==> src/rtl/if_fetch_unit.sv <==
// Instruction fetch unit: PC sequencing, instruction-memory handshake,
// one-entry skid buffer for stalls and a discard state for redirects that
// land while a read is still outstanding.
module if_fetch_unit #(
   parameter logic [31:0] RESET_PC = 32'h0000_0000,
   parameter logic [31:0] NOP      = 32'h0000_0000
) (
   input  logic        clk,
   input  logic        rst_n,
   input  logic        Stall,
   input  logic        Jump,
   input  logic [31:0] JumpTarget,
   input  logic        BranchTaken,
   input  logic [31:0] BranchTarget,
   output logic        ImemReq,
   output logic [31:0] ImemAddr,
   input  logic        ImemAck,
   input  logic [31:0] ImemData,
   output logic [31:0] Instruction,
   output logic [31:0] PCAddResult,
   output logic        IFValid,
   output logic        FetchFlush
);

   typedef enum logic [1:0] {FETCH, HOLD, DISCARD} state_t;

   state_t      r_state,        w_state_nxt;
   logic [31:0] r_pc,           w_pc_nxt;
   logic [31:0] r_instr,        w_instr_nxt;
   logic [31:0] r_pc4,          w_pc4_nxt;
   logic        r_valid,        w_valid_nxt;
   logic [31:0] r_skid_data,    w_skid_data_nxt;
   logic [31:0] r_skid_pc4,     w_skid_pc4_nxt;
   logic [31:0] r_discard_addr, w_discard_addr_nxt;

   logic        w_redirect;
   logic [31:0] w_target;
   logic [31:0] w_pc_plus4;

   assign w_redirect  = Jump | BranchTaken;
   assign w_target    = Jump ? {JumpTarget[31:2], 2'b00} : {BranchTarget[31:2], 2'b00};
   assign w_pc_plus4  = r_pc + 32'd4;

   assign FetchFlush  = w_redirect;
   // Gated with rst_n so no request is visible while reset is held.
   assign ImemReq     = rst_n & (r_state != HOLD);
   assign ImemAddr    = (r_state == DISCARD) ? r_discard_addr : r_pc;
   assign Instruction = r_instr;
   assign PCAddResult = r_pc4;
   assign IFValid     = r_valid;

   // Next-state and next-register computation; every register holds by default.
   always_comb begin
      w_state_nxt        = r_state;
      w_pc_nxt           = r_pc;
      w_instr_nxt        = r_instr;
      w_pc4_nxt          = r_pc4;
      w_valid_nxt        = r_valid;
      w_skid_data_nxt    = r_skid_data;
      w_skid_pc4_nxt     = r_skid_pc4;
      w_discard_addr_nxt = r_discard_addr;

      if (w_redirect) begin
         w_pc_nxt        = w_target;
         w_instr_nxt     = NOP;
         w_pc4_nxt       = '0;
         w_valid_nxt     = 1'b0;
         w_skid_data_nxt = '0;
         w_skid_pc4_nxt  = '0;
         // An ack arriving with the redirect retires the outstanding read,
         // so only an unacknowledged request has to be waited out.
         if ((r_state == FETCH) && !ImemAck) begin
            w_state_nxt        = DISCARD;
            w_discard_addr_nxt = r_pc;
         end else if ((r_state == DISCARD) && !ImemAck) begin
            w_state_nxt = DISCARD;
         end else begin
            w_state_nxt = FETCH;
         end
      end else begin
         case (r_state)
            FETCH: begin
               if (ImemAck) begin
                  w_pc_nxt = w_pc_plus4;
                  if (Stall) begin
                     w_skid_data_nxt = ImemData;
                     w_skid_pc4_nxt  = w_pc_plus4;
                     w_state_nxt     = HOLD;
                  end else begin
                     w_instr_nxt = ImemData;
                     w_pc4_nxt   = w_pc_plus4;
                     w_valid_nxt = 1'b1;
                  end
               end else if (!Stall) begin
                  w_instr_nxt = NOP;
                  w_valid_nxt = 1'b0;
               end
            end
            HOLD: begin
               if (!Stall) begin
                  w_instr_nxt = r_skid_data;
                  w_pc4_nxt   = r_skid_pc4;
                  w_valid_nxt = 1'b1;
                  w_state_nxt = FETCH;
               end
            end
            DISCARD: begin
               if (ImemAck) begin
                  w_state_nxt = FETCH;
               end
            end
            default: w_state_nxt = FETCH;
         endcase
      end
   end

   // State and datapath registers with asynchronous active-low reset.
   always_ff @(posedge clk or negedge rst_n) begin
      if (!rst_n) begin
         r_state        <= FETCH;
         r_pc           <= RESET_PC;
         r_instr        <= NOP;
         r_pc4          <= '0;
         r_valid        <= 1'b0;
         r_skid_data    <= '0;
         r_skid_pc4     <= '0;
         r_discard_addr <= '0;
      end else begin
         r_state        <= w_state_nxt;
         r_pc           <= w_pc_nxt;
         r_instr        <= w_instr_nxt;
         r_pc4          <= w_pc4_nxt;
         r_valid        <= w_valid_nxt;
         r_skid_data    <= w_skid_data_nxt;
         r_skid_pc4     <= w_skid_pc4_nxt;
         r_discard_addr <= w_discard_addr_nxt;
      end
   end

endmodule
==> config.mk <==
export PLATFORM = sky130hd
export DESIGN_NAME = if_fetch_unit
export DESIGN_NICKNAME = d
export VERILOG_FILES = /design/src/rtl/if_fetch_unit.sv
export SDC_FILE = /design/constraint.sdc
export NUM_CORES = 1
export LEC_CHECK = 0
export BUFFER_PORTS_ARGS = -buffer_cell sky130_fd_sc_hd__buf_2
export CORE_AREA = 3 3 142 144
export CTS_CLUSTER_SIZE = 40
export DETAILED_ROUTE_END_ITERATION = 12
export DIE_AREA = 0 0 145 147
export HOLD_SLACK_MARGIN = 0.1
export PLACE_DENSITY = 0.73
export SLEW_MARGIN = 20
export SYNTH_ARGS = -nofsm -noshare
export SYNTH_HDL_FRONTEND = slang
export SYNTH_SLANG_ARGS = --single-unit
==> constraint.sdc <==
create_clock -name clk -period 3.7 [get_ports clk]
set_input_delay 0.185 -clock clk [delete_from_list [all_inputs] [get_ports clk]]
set_output_delay 0.185 -clock clk [all_outputs]
set_load 0.1 [all_outputs]
==> results.cfg, run 1 <==
[status]
status = completed

[synth]
synth_ff_type = dfrtp_1
syn_area_um2 = 9450
yosys_register_bits = 188
postSynthAreaPerCell_um2 = 10.15
async_flop_share_pct = 100.0
synth.top_cell.area_share_pct = 49.78
synth_area_leaders = dfrtp_1, mux2_2, nand2_1
yosysSeqAreaShare_pct = 49.78
synth_cell_types = 65
yosys_warnings = 0
yosysTopAreaCell = dfrtp_1
postSynthCellCount = 931
synth_edf_count = 0

[cts]
ctsHtreeMaxLevel = 4
path_clk_slew_ps = 70
tritoncts = done
clk_path_buf_depth = 2
numCtsBuffers = 17
cts-root-buf = clkbuf_16
cts.repair.resized = 0
post-cts-setup-buffers = 0
cts.sinks = 188
clk_latency_ps = 430

[global_route]
grt_pass1_wl_um = 40700
globalRouteMet2Util_pct = 37.84
grt_antenna_before_repair = 1
top_usage_layer = met2
grt_pass1_vias = 7803
grt-ovfl-total = 0
grt_use_met1_pct = 31.42
use_met3_pct = 5.490
grt_max_degree = 97
grt_use_total_pct = 23.40

[sta]
fin_crit_ps = 2731
hold_viol_final = 0
tightest_slew_ps = 814.3
grt_setup_unrepaired = no
slew_headroom_pct = 45.56
period_share_pct = 73.81
whs_ps = 124.9
setup_tns_ps = 0
max_freq_mhz = 366.2
setup_violations = 0
finalMaxSlewViolations = 0
final.setup_skew_ps = 9.869

[drt]
remaining_drc_errors = 0
first_iter_violations = 419
firstDrtPassIters = 5
ant_nets = 0
routedWlPerCell_um = 17.70
drt-vias-per-instance = 5.621
routed_wl_um = 24980
via_count = 7931

[finish]
area_delta_synth_final_pct = 25.18
drive_above_1_share_pct = 28.24
fin_util_pct = 62.82
layout.nets = 1243
n_fill_cell = 1535
fin_area_um2 = 11830
num_antenna_cells = 0

[die]
core_area_um2 = 18830
ios = 201
die_h_um = 147
die_w_um = 145
die_area_um2 = 21320
core.rowCount = 50
initial_utilization_pct = 50.19

[power]
p_leak_nw = 5.261
max-vdd-ir-drop_mv = 0.3308
p_per_area_nw_per_um2 = 484.1
p_total_mw = 5.727

[critical_path]
timing.rr.start = r_state[0]
start_kind = flip-flop
path_class = reg2reg
arrival_ps = 3050
cp-startpoint = r_state[0]
path_max_fanout = 20
cp.required_ps = 4020
end_kind = flip-flop

[hold_path]
min_from = JumpTarget[25]
hold_class = in2reg

[place]
place_hpwl_um = 16310
place_area_um2 = 10510
place_congestion = 0.8270
port_buffers = 194

[flow_run]
cap_viol_max_count = 0
## layout by cell type (no fill, tap or decap), types with 6 or more instances in the layout
master,instances
a211oi_1,14
a21oi_1,31
a22oi_1,17
a311oi_1,27
a32o_1,33
and2_1,7
buf_2,193
buf_4,17
clkbuf_16,17
dfrtp_1,188
dlygate4sd3_1,71
inv_1,6
mux2_2,58
nand2_1,113
nand3_1,48
nand4_1,10
nor2_1,52
nor2b_1,16
nor3_1,7
o21ai_0,65
o21ai_1,8
o31ai_1,9
xnor2_1,20
xor2_1,29
## timing repair
action                                  CTS  global route
endpoints found under the hold margin   179             0
endpoints found under the setup margin    0             0
hold buffers                             71             0
## final cells by class
cell class                 instances  area [um2]  area share (%)
tap                              260       325.3           2.750
clock buffer                      21       470.5           3.977
multi-input combinational        643        4329           36.59
clock inverter                     9       136.4           1.153
inverter                           7       26.28          0.2221
sequential                       188        4705           39.77
timing repair buffer             283        1838           15.54
## per-stage QoR
step,cells,worst slack [ps]
4_1_cts,1411,964.7
3_5_place_dp,1310,1192
6_report,1411,969.0
2_1_floorplan,932,499.0
3_3_place_gp,1310,1267
5_1_grt,1411,773.0
## logic make-up after synthesis
logic type      count (synthesis)  synth area share [%]
other cells                     1               0.03968
simple gates                  293                 15.85
mux                            63                 7.441
fa+ha+maj                       1                0.1324
flops                         188                 49.78
buf+inv                       101                 4.819
compound gates                235                 17.40
xor+xnor                       49                 4.541
## synth_stat cells (all sizes together), types with 17 or more instances
cell	instances
o21ai	73
dfrtp	188
buf	43
a22oi	17
a21oi	31
nor2b	18
xor2	29
nand2	113
nand3	50
nor2	55
clkbuf	51
a311oi	27
xnor2	20
mux2	58
a32o	33
## routing by layer
| layer | part of all wire (%) | wire length, um |
|---|---|---|
| met3 | 7.2 | 1793 |
| met4 | 1.8 | 459 |
| met2 | 47 | 11670 |
| met5 | 0.052 | 13 |
| met1 | 44 | 11040 |
## sequential cells by signal (all words and copies together) (netlist names)
name	count
r_skid_pc4	30
r_pc	30
r_discard_addr	30
r_state	2
r_skid_data	32
Instruction	32
PCAddResult	31
IFValid	1
## worst paths after layout
| kind | end | slack (ps) | cells after the start |
|---|---|---|---|
| min in group asynchronous | r_skid_data[5] | 380 | 2 |
| min reg2reg | r_skid_pc4[12] | 470 | 2 |
| min | r_pc[25] | 120 | 3 |
| max in group asynchronous | PCAddResult[25] | 2140 | 3 |
| max reg2reg | r_pc[5] | 970 | 6 |
| max | r_pc[5] | 970 | 6 |
## critical path, stage by stage, from the launching register on
cell and delay, ps:
dfrtp_1 640, or3b_1 710, nor2_1 210, xnor2_1 140
o21ai_0 90, mux2_2 280, dlygate4sd3_1 550
## where the power goes
| part | internal [mW] | total, mW | leakage (nW) | switching [mW] |
|---|---|---|---|---|
| logic | 0.406 | 1.48 | 2.49 | 1.07 |
| registers | 2.21 | 2.35 | 2.48 | 0.143 |
| clock network | 1.11 | 1.89 | 0.292 | 0.778 |
Note: power is estimated with default switching activity, not from simulation.
==> run 2, diff against run 1 <==
==> constraint.sdc (replaced) <==
create_clock -name clk -period 2.6 [get_ports clk]
set_input_delay 0.13 -clock clk [delete_from_list [all_inputs] [get_ports clk]]
set_output_delay 0.13 -clock clk [all_outputs]
set_load 0.1 [all_outputs]
==> results.cfg, run 2 (synthesized netlist as in run 1, its figures left out) <==
[finish]
drive_above_1_share_pct = 29.08
mostFrequentLayoutCell = buf_2
multi_input_area_um2 = 4339
layout.nets = 1273
fin_cells = 1443
final_cell_mix = buf_2, dfrtp_1, nand2_1
n_fill_cell = 1480
num_antenna_cells = 0
regArea_um2 = 4705
area_delta_synth_final_pct = 28.54

[drt]
remaining_drc_errors = 0
first_iter_violations = 535
routed_wl_um = 25850
via_count = 8125
firstDrtPassIters = 5
drt-vias-per-instance = 5.631
routedWlPerCell_um = 17.92
ant_nets = 0

[critical_path]
start_kind = flip-flop
path_max_fanout = 11
end_kind = flip-flop
arrival_ps = 2800
path_class = reg2reg
cp.required_ps = 2970

[global_route]
grt_use_total_pct = 24.27
grt_pass1_wl_um = 42080
grt-ovfl-total = 0
grt_pass1_vias = 7886
grt_max_degree = 118
grt_antenna_before_repair = 0

[sta]
setup_tns_ps = 0
slew_headroom_pct = 30.77
period_share_pct = 93.28
hold_viol_final = 0
setup_violations = 0
grt_setup_unrepaired = no
tightest_slew_ps = 1037
final.setup_skew_ps = 9.700
finalMaxSlewViolations = 0
whs_ps = 134.6
fin_crit_ps = 2425
max_freq_mhz = 412.3

[cts]
numCtsBuffers = 17
cts-root-buf = clkbuf_16
cts.sinks = 188
clk_path_buf_depth = 2
clk_latency_ps = 430
path_clk_slew_ps = 70
ctsHtreeMaxLevel = 4
tritoncts = done

[die]
die_h_um = 147
core.rowCount = 50
die_area_um2 = 21320
initial_utilization_pct = 50.19
die_w_um = 145
ios = 201
core_area_um2 = 18830

[place]
port_buffers = 194
dp.cells = 1323
place_congestion = 0.8285
place_hpwl_um = 16540

[hold_path]
hold_class = in2reg

[power]
max-vdd-ir-drop_mv = 0.5440
p_per_area_nw_per_um2 = 666.4
p_leak_nw = 5.426
p_total_mw = 8.095

[flow_run]
cap_viol_max_count = 0

[status]
status = completed
==> run 2: final cells by class <==
| class | count | share of cell area, % |
|---|---|---|
| flip-flops and latches | 188 | 38.73 |
| multi-input cells | 643 | 35.72 |
| inverters | 7 | 0.2163 |
| well taps | 260 | 2.678 |
| clock buffers | 24 | 4.130 |
| clock inverters | 8 | 0.6798 |
| repair buffers | 313 | 17.85 |
==> run 2: final timing paths <==
kind                                      end  slack, ps  cells past startpoint        startpoint
setup reg to reg                      r_pc[9]        170                      7        r_state[1]
hold reg to reg               PCAddResult[12]        470                      1   PCAddResult[12]
max in group asynchronous  r_discard_addr[13]       1560                      3             rst_n
hold / removal                       r_pc[16]        130                      4  BranchTarget[16]
setup / recovery                      r_pc[9]        170                      7        r_state[1]
min in group asynchronous      Instruction[5]        140                      2             rst_n
==> run 2: what timing repair did <==
action                                  in CTS  in global routing
resized for setup                            0                  4
hold endpoints to repair                   282                  0
setup buffers                                0                  3
endpoints found under the setup margin       0                  6
hold buffers                                85                  0
==> run 2: critical path, cell delays in order (launching register included) <==
cell and delay [ps]:
dfrtp_1 480, buf_4 220, or3b_4 480, nor3_2 230
xor2_1 190, mux2i_1 80, o21ai_0 140, dlygate4sd3_1 560
==> run 2: layer usage <==
metal / global-route usage, % / vias up / share of wire, %
met5: 0 / - / 0
met4: 7.506 / 0 / 1.7
met2: 38.66 / 349 / 47
li1: - / 3838 / -
met3: 4.688 / 37 / 7.2
met1: 33.99 / 3901 / 44
==> run 2: stage by stage <==
step	setup WS, ps	cell area [um2]	util, %
after floorplan	-546.0	9454	-
final	174.8	12150	64.51
after CTS	43.56	12120	64.34
after detailed placement	477.0	10680	56.72
after global placement	510.0	10680	56.72
after global routing	2.676	12150	64.51
==> run 2: power breakdown <==
part           internal, mW  total (mW)  switching, mW
Sequential             3.15        3.35          0.198
Combinational         0.639        2.20           1.56
Clock                  1.45        2.55           1.10
